$ cat config.mk
export PLATFORM = sky130hd
export DESIGN_NAME = stream_sampler
export DESIGN_NICKNAME = d
export VERILOG_FILES = /design/src/rtl/stream_sampler.sv
export SDC_FILE = /design/constraint.sdc
export NUM_CORES = 1
export LEC_CHECK = 0
export CAP_MARGIN = 15
export CELL_PAD_IN_SITES_DETAIL_PLACEMENT = 1
export CELL_PAD_IN_SITES_GLOBAL_PLACEMENT = 2
export CORE_AREA = 5 5 115 117
export DETAILED_ROUTE_END_ITERATION = 12
export DIE_AREA = 0 0 120 122
export PLACE_DENSITY_LB_ADDON = 0.2
export SETUP_SLACK_MARGIN = 0.5
export SLEW_MARGIN = 15
export SYNTH_ARGS = -nofsm -noshare
export SYNTH_HDL_FRONTEND = slang
export SYNTH_SLANG_ARGS = --single-unit
$ cat constraint.sdc
create_clock -name clk -period 4 [get_ports clk]
set_input_delay 0.4 -clock clk [delete_from_list [all_inputs] [get_ports clk]]
set_output_delay 0.4 -clock clk [all_outputs]
set_load 0.01 [all_outputs]
$ cat src/rtl/stream_sampler.sv
// stream_sampler: valid/ready stream decimator. Forwards one accepted sample,
// then accepts and drops the next cfg_div samples, repeating. Output side is a
// single skid-free register stage; input ready is combinational from sto_tready.
module stream_sampler #(
  parameter int unsigned SDW = 32,
  parameter int unsigned SCW = 32
) (
  input  logic           clk,
  input  logic           rst,
  input  logic [SCW-1:0] cfg_div,
  input  logic [SDW-1:0] sti_tdata,
  input  logic           sti_tvalid,
  output logic           sti_tready,
  output logic [SDW-1:0] sto_tdata,
  output logic           sto_tvalid,
  input  logic           sto_tready
);

  logic [SCW-1:0] cnt_q, cnt_d;
  logic [SDW-1:0] data_q, data_d;
  logic           vld_q, vld_d;
  logic           sti_xfer;
  logic           load;

  // Input is accepted whenever the output register is empty or draining this cycle;
  // discarded samples obey the same rule so back-pressure freezes the phase counter.
  assign sti_tready = ~vld_q | sto_tready;
  assign sti_xfer   = sti_tvalid & sti_tready;
  assign load       = sti_xfer & (cnt_q == '0);

  assign sto_tdata  = data_q;
  assign sto_tvalid = vld_q;

  // Next-state: phase counter advance and output register load/drain.
  always_comb begin
    cnt_d  = cnt_q;
    data_d = data_q;
    vld_d  = vld_q;
    if (sti_xfer) begin
      // >= rather than == so a cfg_div lowered below the current phase still wraps
      cnt_d = (cnt_q >= cfg_div) ? '0 : cnt_q + 1'b1;
    end
    if (load) begin
      vld_d  = 1'b1;
      data_d = sti_tdata;
    end else if (vld_q && sto_tready) begin
      vld_d = 1'b0;
    end
  end

  // State registers with asynchronous clear; a pending output sample is dropped on reset.
  always_ff @(posedge clk or posedge rst) begin
    if (rst) begin
      cnt_q  <= '0;
      data_q <= '0;
      vld_q  <= 1'b0;
    end else begin
      cnt_q  <= cnt_d;
      data_q <= data_d;
      vld_q  <= vld_d;
    end
  end

endmodule

==> run summary <==
htree depth = 3
HP Class = reg -> reg
fin util = 44.5%
RSZ-0062 raised after global routing = no
Post-CTS Hold Fix Bufs = 0
Skew-Pair Late Insertion Delay = 0.33 ns
Rows = 41
status = completed
pin count of the biggest net entering global routing = 44
MaxCap Viol Count = 0
Initial DRT Pass Iterations = 4
main area contributors after synthesis = dfrtp_1 42%, ha_1 11%, mux2_2 9.3%
final worst-path cycle share = 65.4%
CTS Buf Count = 9
setup TNS = 0 ns
power per cell area = 389 mW/mm^2
WL/cell = 16.8 um
sequential area share after synthesis = 41.8%
CTS resizes = 0
via count = 3208
share of the synthesized area in the top cell type = 41.8%
crit path kind = in -> reg
overall power = 2.12 mW
Seq cells post-synth = 65
Yosys cell types = 47
Final #Nets = 595
Clock Skews = 0.00785 ns
Tot GR Track Use = 15.7%
initial DRC count = 72
maximum VDD drop = 197 uV
starting density of the core = 31.7%
Crit path arrival time = 2.85 ns
worst rel slew slack = 37.9%
critical path peak fanout = 17
reg2reg start = cnt_q[0]$_DFFE_PP0P_
# diodes = 0
post-CTS setup buffers = 0
clock slew at reported path FFs = 0.06 ns
vias in the first global route = 3572
Die X-Extent = 120 um
total gr overflow = 0
final setup violating endpoints = 0
HPWL after DPL = 8470 um
CP required = 4.23 ns
Routed Antenna Nets = 0
Slew @ Worst Pin = 0.932 ns
YS warnings = 0
Cells after Synth = 383
Final Hold Violating Endpoints = 0
R2R Setup Slk = 1.45 ns
Vias/cell = 4.95
Die H = 122 um
Worst Hold Launch = sto_tdata[7]$_DFFE_PP0P_
Place WS = 1.02 ns
worst r2r dst = cnt_q[4]$_DFFE_PP0P_
P&R area growth vs syn = 40.3%
Fmax achieved = 382 MHz
Critical path origin = cfg_div[30]
CTS tree = yes
I/O pins = 102
DRC Markers = 0
die area = 0.0146 mm^2
layout cell share with drive strength beyond 1 = 15.7%
CTS root buf = clkbuf_16
post-synth top area cell = dfrtp_1
crit start category = input port
non-filler cells, final = 648
Core ar. = 0.0123 mm^2
Setup crit end = cnt_q[4]$_DFFE_PP0P_
DRT Wirelength = 10900 um
Max Root-Sink Buffers = 2
Crit. End Element = flop
gpl congestion = 0.783
IO buf count = 101
initial antenna violation count = 0
Max Transition Viols Final = 0
mapped cell area = 0.00389 mm^2
worst setup margin = 1.38 ns
CTS sink cnt = 65
first-pass GRT wire length = 18200 um
Leakage = 2.50 nW
cells on worst reg2reg path = 9
Syn Area/Cell = 10.2 um^2
placed cells = 632
Synth Net Count = 485
Final min period = 2.62 ns
==> power breakdown <==
part	switching, mW	total, mW	internal [mW]
Sequential	0.0926	0.811	0.718
Combinational	0.180	0.397	0.217
Clock	0.300	0.912	0.612
==> worst max-delay path, stage by stage <==
cell             delay (ns)
clkdlybuf4s50_1        0.46
inv_1                  0.04
ha_1                   0.32
a21oi_1                0.16
nand2_1                0.09
a221o_1                0.39
a211oi_4               0.31
buf_4                  0.29
nand3_2                0.14
o311ai_1               0.24
==> layer usage <==
metal	wire length [um]	track usage [%]	share of wire, %	vias up
met2	5280	26.3	48	67
met1	4920	19.7	45	1552
met4	153	4.58	1.4	0
met3	552	4.50	5.1	15
li1	-	-	-	1574
met5	0	0	0	-
==> registers in the layout, indices dropped and copies added, names as in the netlist <==
name,flops
sto_tvalid,1
cnt_q,32
sto_tdata,32
==> layout by cell type (no fill, tap or decap), types with 8 or more instances in the layout <==
| cell | instances |
|---|---|
| inv_1 | 41 |
| dfrtp_1 | 65 |
| nand4_1 | 16 |
| nand3_1 | 24 |
| nand2_1 | 23 |
| ha_1 | 34 |
| a21oi_1 | 11 |
| clkdlybuf4s50_1 | 101 |
| clkbuf_16 | 9 |
| nor2_2 | 10 |
| mux2_2 | 32 |
| nor2_1 | 22 |
| xnor2_1 | 9 |
| nor3_1 | 8 |
| o21ai_0 | 8 |
| xor2_1 | 10 |
==> through the flow <==
stage          hold WS, ns  area, um^2
4_1_cts              0.513        5460
3_5_place_dp         0.499        5110
6_report             0.506        5460
5_1_grt              0.526        5460
3_3_place_gp         0.488        5110
2_1_floorplan        0.506        3890
==> synthesized netlist by cell type (all sizes together) <==
master,number
mux2i,2
o22ai,2
o21a,1
nand4,16
mux2,32
nor4,8
and4,3
nand3,25
nand4b,2
a221o,1
and3,6
inv,42
nor4b,1
o32ai,1
o311ai,1
a211oi,2
o41ai,1
a31oi,6
and4b,1
ha,34
or2,2
xnor2,9
nor3,8
xor2,10
clkbuf,4
o211ai,1
o21ai,10
dfrtp,65
or3,1
and4bb,1
a21o,4
buf,6
a21oi,12
a2111oi,1
nor2,32
and2,3
nand2b,3
nand2,24
==> kinds of logic after synthesis <==
group                      after synthesis  share of synthesized area, %
and+or+nand+nor                        136                          19.0
muxes                                   34                          9.78
buffers and inverters                   52                          5.53
AOI/OAI and AO/OA                       43                          8.59
DFF                                     65                          41.8
adders and majority gates               34                          10.9
xor gates and xnor gates                19                          4.28
==> worst min-delay path by stage <==
stage                                endpoint  cells after the start
global route        sto_tdata[16]$_DFFE_PP0P_                      1
finish               sto_tdata[7]$_DFFE_PP0P_                      1
CTS                  sto_tdata[7]$_DFFE_PP0P_                      1
detailed placement   sto_tdata[7]$_DFFE_PP0P_                      1
floorplan                cnt_q[0]$_DFFE_PP0P_                      1
global placement    sto_tdata[27]$_DFFE_PP0P_                      1
==> cell type report <==
cell class / instances / area, um^2
sequential: 65 / 1630
multi-input combinational: 266 / 2060
tap: 150 / 188
inverter: 42 / 158
clock inverter: 6 / 115
timing repair buffer: 109 / 1080
clock buffer: 10 / 229
fill: 1378 / 6810
Power figures use the tool's default switching activity.
